<file path="config.mk">
export PLATFORM = sky130hd
export DESIGN_NAME = led_peak_hold
export DESIGN_NICKNAME = d
export VERILOG_FILES = /design/src/rtl/led_vu_pkg.sv /design/src/rtl/led_tick_gen.sv /design/src/rtl/led_peak_hold.sv
export SDC_FILE = /design/constraint.sdc
export NUM_CORES = 1
export LEC_CHECK = 0
export CORE_ASPECT_RATIO = 2
export CORE_MARGIN = 5
export CORE_UTILIZATION = 35
export CTS_CLUSTER_DIAMETER = 40
export DETAILED_ROUTE_END_ITERATION = 8
export PLACE_DENSITY = 0.6
export SLEW_MARGIN = 20
export SYNTH_ARGS = -nofsm -noshare
export SYNTH_HDL_FRONTEND = slang
export SYNTH_SLANG_ARGS = --single-unit
</file>
<file path="constraint.sdc">
create_clock -name clk -period 5.65 [get_ports clk]
set_input_delay 1.13 -clock clk [delete_from_list [all_inputs] [get_ports clk]]
set_output_delay 1.13 -clock clk [all_outputs]
set_load 0.03 [all_outputs]
</file>
<file path="src/rtl/led_vu_pkg.sv">
// ---------------------------------------------------------------------------
// led_vu_pkg
// Shared types and helpers for the LED bar-graph display blocks.
//   level_t       : 4-bit LED level, 0 (all off) .. NUM_LEDS (all on)
//   peak_state_t  : peak-dot ballistics states
//   therm2level() : thermometer code -> level (highest set bit + 1)
//   level2therm() : level -> thermometer code with bits [lvl-1:0] set
//   level2dot()   : level -> single lit LED at bit lvl-1 (0 gives no LED)
// ---------------------------------------------------------------------------
package led_vu_pkg;

   localparam int NUM_LEDS = 8;

   typedef logic [3:0] level_t;

   typedef enum logic [1:0] {
      TRACK,
      HOLD,
      FALL
   } peak_state_t;

   // Only the topmost set bit matters, so a code with holes collapses to
   // the level of its highest lit LED.
   function automatic level_t therm2level(input logic [NUM_LEDS-1:0] code);
      level_t lvl;
      lvl = '0;
      for (int i = 0; i < NUM_LEDS; i++) begin
         if (code[i]) lvl = level_t'(i + 1);
      end
      return lvl;
   endfunction

   function automatic logic [NUM_LEDS-1:0] level2therm(input level_t lvl);
      logic [NUM_LEDS-1:0] code;
      code = '0;
      for (int i = 0; i < NUM_LEDS; i++) begin
         if (i < int'(lvl)) code[i] = 1'b1;
      end
      return code;
   endfunction

   function automatic logic [NUM_LEDS-1:0] level2dot(input level_t lvl);
      logic [NUM_LEDS-1:0] code;
      code = '0;
      for (int i = 0; i < NUM_LEDS; i++) begin
         if (int'(lvl) == i + 1) code[i] = 1'b1;
      end
      return code;
   endfunction

endpackage

</file>
<file path="src/rtl/led_tick_gen.sv">
// ---------------------------------------------------------------------------
// led_tick_gen
// Free-running prescaler producing a one-clock tick every DIV clocks.
// Nothing but reset restarts it, so the tick phase is fixed from reset.
//   clk   : system clock
//   rst_n : asynchronous active-low reset (counter returns to 0)
//   tick  : high for one clock while the count sits at DIV-1
// DIV must be at least 2.
// ---------------------------------------------------------------------------
module led_tick_gen #(
   parameter int DIV = 2_500_000
) (
   input  logic clk,
   input  logic rst_n,
   output logic tick
);

   localparam int CW = $clog2(DIV);
   localparam logic [CW-1:0] LAST = CW'(DIV - 1);

   logic [CW-1:0] count;

   // The tick is decoded straight from the count so it lines up with the
   // cycle in which the counter is about to wrap back to zero.
   assign tick = (count == LAST);

   // Count 0..DIV-1 and wrap; the wrap happens on the same edge that
   // consumes the tick, giving exactly one tick per DIV clocks.
   always_ff @(posedge clk or negedge rst_n) begin
      if (!rst_n) begin
         count <= '0;
      end else if (tick) begin
         count <= '0;
      end else begin
         count <= count + CW'(1);
      end
   end

endmodule

</file>
<file path="src/rtl/led_peak_hold.sv">
// ---------------------------------------------------------------------------
// led_peak_hold
// VU-meter ballistics stage between the bar-graph driver and the LEDs:
// instant attack and rate-limited decay on the bar, plus a peak dot that
// holds at the recent maximum and then falls one LED per decay tick.
// Three register stages: level decode, bar/peak update, output drive.
//   clk     : system clock
//   rst_n   : asynchronous active-low reset
//   LED_in  : thermometer code from the bar-graph driver (bit0 = lowest)
//   peak_en : 1 overlays the peak dot on the bar, 0 shows the bar only
//   LED_out : registered LED drive
// HOLD_CYCLES and DECAY_CYCLES must both be at least 2.
// ---------------------------------------------------------------------------
module led_peak_hold
   import led_vu_pkg::*;
#(
   parameter int HOLD_CYCLES  = 25_000_000,
   parameter int DECAY_CYCLES = 2_500_000
) (
   input  logic                clk,
   input  logic                rst_n,
   input  logic [NUM_LEDS-1:0] LED_in,
   input  logic                peak_en,
   output logic [NUM_LEDS-1:0] LED_out
);

   localparam int HW = $clog2(HOLD_CYCLES);
   localparam logic [HW-1:0] HOLD_LOAD = HW'(HOLD_CYCLES - 1);

   level_t        in_lvl;
   level_t        bar_lvl;
   level_t        peak_lvl;
   logic [HW-1:0] hold_cnt;
   peak_state_t   state;

   level_t        barNext;
   level_t        peakNext;
   logic [HW-1:0] holdNext;
   peak_state_t   stateNext;
   logic          tick;
   logic          capture;
   logic [NUM_LEDS-1:0] dotMask;

   // One shared decay timebase drives both the bar and the falling peak,
   // so they step down on the same clocks.
   led_tick_gen #(
      .DIV (DECAY_CYCLES)
   ) u_tick (
      .clk   (clk),
      .rst_n (rst_n),
      .tick  (tick)
   );

   // Bar ballistics: any input at or above the bar snaps it up, and that
   // beats a coincident tick, so a steady input never lets the bar sag.
   // The attack branch also catches bar_lvl==0, so the decrement cannot
   // underflow.
   always_comb begin
      barNext = bar_lvl;
      if (in_lvl >= bar_lvl) begin
         barNext = in_lvl;
      end else if (tick) begin
         barNext = bar_lvl - 4'd1;
      end
   end

   // Peak-dot FSM. A capture (input at or above the held peak) restarts the
   // hold from any state, which is how an equal-level input keeps the dot
   // pinned. After the hold expires the dot falls on ticks until it is no
   // longer above the bar, then TRACK keeps it glued to the bar top.
   always_comb begin
      peakNext  = peak_lvl;
      holdNext  = hold_cnt;
      stateNext = state;
      capture   = (in_lvl >= peak_lvl) && (in_lvl != '0);
      if (capture) begin
         peakNext  = in_lvl;
         holdNext  = HOLD_LOAD;
         stateNext = HOLD;
      end else begin
         case (state)
            TRACK: begin
               peakNext = bar_lvl;
            end
            HOLD: begin
               if (hold_cnt == '0) begin
                  stateNext = FALL;
               end else begin
                  holdNext = hold_cnt - HW'(1);
               end
            end
            FALL: begin
               if (tick && (peak_lvl != '0)) begin
                  peakNext = peak_lvl - 4'd1;
               end
               if (peakNext <= barNext) begin
                  stateNext = TRACK;
               end
            end
            default: begin
               stateNext = TRACK;
            end
         endcase
      end
   end

   // The dot is a single LED at the peak level; peak_en only gates this
   // mask, so switching it never disturbs the ballistics state.
   always_comb begin
      dotMask = '0;
      if (peak_en && (peak_lvl != '0)) begin
         dotMask = level2dot(peak_lvl);
      end
   end

   // All pipeline registers: stage 1 decodes the input level, stage 2 holds
   // bar/peak state, stage 3 drives the LEDs. Reset clears everything at
   // once so the LEDs go dark without waiting for a clock.
   always_ff @(posedge clk or negedge rst_n) begin
      if (!rst_n) begin
         in_lvl   <= '0;
         bar_lvl  <= '0;
         peak_lvl <= '0;
         hold_cnt <= '0;
         state    <= TRACK;
         LED_out  <= '0;
      end else begin
         in_lvl   <= therm2level(LED_in);
         bar_lvl  <= barNext;
         peak_lvl <= peakNext;
         hold_cnt <= holdNext;
         state    <= stateNext;
         LED_out  <= level2therm(bar_lvl) | dotMask;
      end
   end

endmodule

</file>
==> results.py <==
metrics = {
    "route": {
        "drc_errors": 0,
        "dr.pass1.iters": 5,
        "route.vias.total": 3203,
        "drt-total-wl_um": 9520,
        "wl_per_cell_um": 16.5,
        "detail-route-antenna-nets": 0,
        "vias_per_cell": 5.54,
        "dr.first_iter.drc_count": 178,
    },
    "sta": {
        "fmax_ghz": 0.290,
        "rsz0062_at_grt": "false",
        "skew_ps": 6.41,
        "max_slew_margin": 0.393,
        "period_minus_slack_ps": 3450,
        "worst_pin_slew_ps": 910,
        "fin_crit_sh": 0.611,
        "hold_ws_ps": 501,
        "drv_slew": 0,
        "setup_viol": 0,
        "finalSetupTns_ps": 0,
        "finalHoldViolCount": 0,
        "fin_ws_ps": 2200,
    },
    "synth": {
        "synth.most_common_cell": "dfrtp_1",
        "synth_edf_count": 0,
        "synth_ff_type": "dfrtp_1",
        "yosysTopAreaCell": "dfrtp_1",
        "ys_seq_area_frac": 0.442,
        "synthTopCellsByCount": "dfrtp_1, nand2_1, nor2_1, ha_1, xnor2_1",
        "synth_area_leaders": "dfrtp_1, ha_1, xnor2_1",
        "synthDistinctLibCells": 55,
        "async_flop_share": 1.00,
        "netlist_instances": 413,
        "netlist.area_leader.share": 0.442,
        "synthesis.nets": 446,
        "synth_area_per_cell_um2": 9.45,
        "syn-cell-area_um2": 3900,
        "ys_warn_count": 0,
        "ys_ff_latch": 69,
    },
    "setup_path": {
        "crit_chain": "nor4b_1, nor4b_1, and3_1, mux2_2, o21a_1, ha_1, nor2b_1, o21a_1, o21a_1, o21ai_0, a21oi_1",
        "arrival_ps": 3660,
        "rr_startpoint": "u_tick.count[19]",
        "worstSetupEndpointType": "flip-flop",
        "path_class": "reg -> reg",
        "startpoint_type": "flip-flop",
        "required_ps": 5850,
        "rr_endpoint": "state[1]",
        "crit_top_cell": "o21a_1",
        "reg2reg_slack_ps": 2200,
        "critPathMaxFanout": 12,
        "crit_family": "simple AND/OR/NAND/NOR gates",
        "critPathBufInv": 0,
        "r2r_cells": 11,
        "critPathSlowestCell": "and3_1",
        "slowest_delay_ps": 520,
    },
    "placed_design": {
        "io_buffers": 18,
        "place_hpwl_um": 7190,
        "place_congestion": 0.915,
        "place_ws_ps": 2220,
        "place_area_um2": 4230,
        "dp_cells": 564,
    },
    "cells_and_area": {
        "seq_area_um2": 1730,
        "multi_input_area_um2": 2050,
        "antennaDiodeCount": 0,
        "nets": 468,
        "post-route-util": 0.409,
        "drive_above_1_share": 0.0639,
        "fin_cells": 578,
        "postLayoutCellArea_um2": 4480,
        "area_growth_pct": 14.7,
        "fillCellCount": 1111,
    },
    "power_and_ir_drop": {
        "p_int_mw": 1.08,
        "vdd_drop_max_mv": 0.237,
        "p_sw_frac": 0.365,
        "combPwrFrac": 0.348,
        "power_density_nw_per_um2": 381,
        "p_clk_frac": 0.281,
        "power.leakage_nw": 1.77,
        "p_switching_mw": 0.622,
        "seqPwrFrac": 0.372,
        "p_total_mw": 1.71,
    },
    "clock_network": {
        "clk_latency_ps": 320,
        "cts_tree": "yes",
        "cts-root-buf": "clkbuf_16",
        "cts_buffer_depth": 2,
        "cts_made_buffers": 9,
        "post_cts_buffers": 0,
        "path_clk_slew_ps": 50,
        "cts_resized": 0,
        "cts.sinks": 69,
        "htreeDepth": 3,
        "hold_buffers": 0,
    },
    "global_route": {
        "gr-usage-all-layers": 0.149,
        "grt-ovfl-total": 0,
        "grtUsageMet2": 0.284,
        "top_usage_layer": "met2",
        "grt_antenna_before_repair": 0,
        "grt_util_met1": 0.156,
        "grt_pass1_vias": 3335,
        "grt_pass1_wl_um": 16400,
        "grt_max_degree": 41,
        "grt_util_met3": 0.0233,
    },
    "floorplan": {
        "die_area_um2": 13500,
        "start_util": 0.357,
        "io_pins": 19,
        "core_region_area_um2": 10900,
        "dieWidth_um": 84.7,
        "row_count": 54,
        "die_h_um": 159,
    },
    "min_path": {
        "hold_end": "u_tick.count[14]",
        "hold_class": "reg -> reg",
        "hold_depth": 1,
        "hp-start": "u_tick.count[14]",
    },
    "job": {
        "drv_cap": 0,
    },
    "status": {
        "outcome": "finished, final reports clean",
    },
}
[metal layers]
metal	wire length, µm	up-vias	part of all wire
met3	265	23	0.028
met4	299	0	0.031
li1	-	1553	-
met2	5370	69	0.56
met1	3580	1558	0.38
met5	0	-	0
[worst max-delay path by stage]
stage | start | slack [ps] | depth (start not counted) | end
floorplan | u_tick.count[19] | 2780 | 11 | state[1]
global placement | u_tick.count[19] | 2320 | 11 | state[1]
detailed placement | u_tick.count[19] | 2220 | 11 | state[1]
CTS | u_tick.count[19] | 2200 | 11 | state[1]
global route | u_tick.count[19] | 1950 | 11 | state[1]
finish | u_tick.count[19] | 2200 | 11 | state[1]
[cell type report]
class,count,share of cell area
multi-input combinational,316,0.459
sequential,69,0.386
clock buffer,11,0.0520
timing repair buffer,23,0.0475
tap,140,0.0391
inverter,16,0.0134
clock inverter,3,0.00335
[registers in the layout, indices dropped and copies added, names as in the netlist]
register / flops
peak_lvl: 4
in_lvl: 4
u_tick.count: 22
state: 2
hold_cnt: 25
bar_lvl: 4
LED_out: 8
[placed cells by master, fill, tap and decap left out, types with 3 or more instances in the layout]
| cell type | n |
|---|---|
| nor4_1 | 11 |
| clkinv_2 | 3 |
| nand2_1 | 43 |
| nor3_1 | 16 |
| and3_1 | 7 |
| o21a_1 | 6 |
| nor2b_1 | 3 |
| o21ai_0 | 18 |
| inv_1 | 16 |
| xor2_1 | 8 |
| or3_1 | 8 |
| nand4_1 | 8 |
| or4_1 | 8 |
| o211ai_1 | 4 |
| nand3_1 | 20 |
| dfrtp_1 | 69 |
| and4_1 | 3 |
| clkbuf_16 | 9 |
| a21oi_1 | 17 |
| clkdlybuf4s50_1 | 17 |
| nor2_1 | 33 |
| o31ai_1 | 11 |
| xnor2_1 | 21 |
| a31oi_1 | 3 |
| or2_2 | 3 |
| buf_4 | 5 |
| ha_1 | 22 |
| nand2b_1 | 4 |
[worst register-to-register path, cell delays in order (launching register included)]
cell,delay (ps)
dfrtp_1,420
nor4b_1,360
nor4b_1,460
and3_1,530
mux2_2,410
o21a_1,180
ha_1,290
nor2b_1,150
o21a_1,160
o21a_1,150
o21ai_0,130
a21oi_1,90
[power by group through the flow]
stage / registers (mW) / logic [mW] / clock network, mW
after floorplan: 0.671 / 0.355 / 0
after global placement: 0.639 / 0.582 / 0
after detailed placement: 0.641 / 0.596 / 0
after CTS: 0.633 / 0.598 / 0.494
after global routing: 0.644 / 0.664 / 0.520
final: 0.634 / 0.593 / 0.479
[kinds of logic after synthesis]
logic type | after synthesis | synth area share
AO/OA/AOI/OAI | 79 | 0.138
XOR/XNOR | 29 | 0.0651
adder cells (fa/ha/maj) | 22 | 0.0705
buffers and inverters | 28 | 0.0311
flip-flops | 69 | 0.442
multiplexers | 2 | 0.00545
AND/OR/NAND/NOR | 184 | 0.247
(Power assumes the default switching activity.)
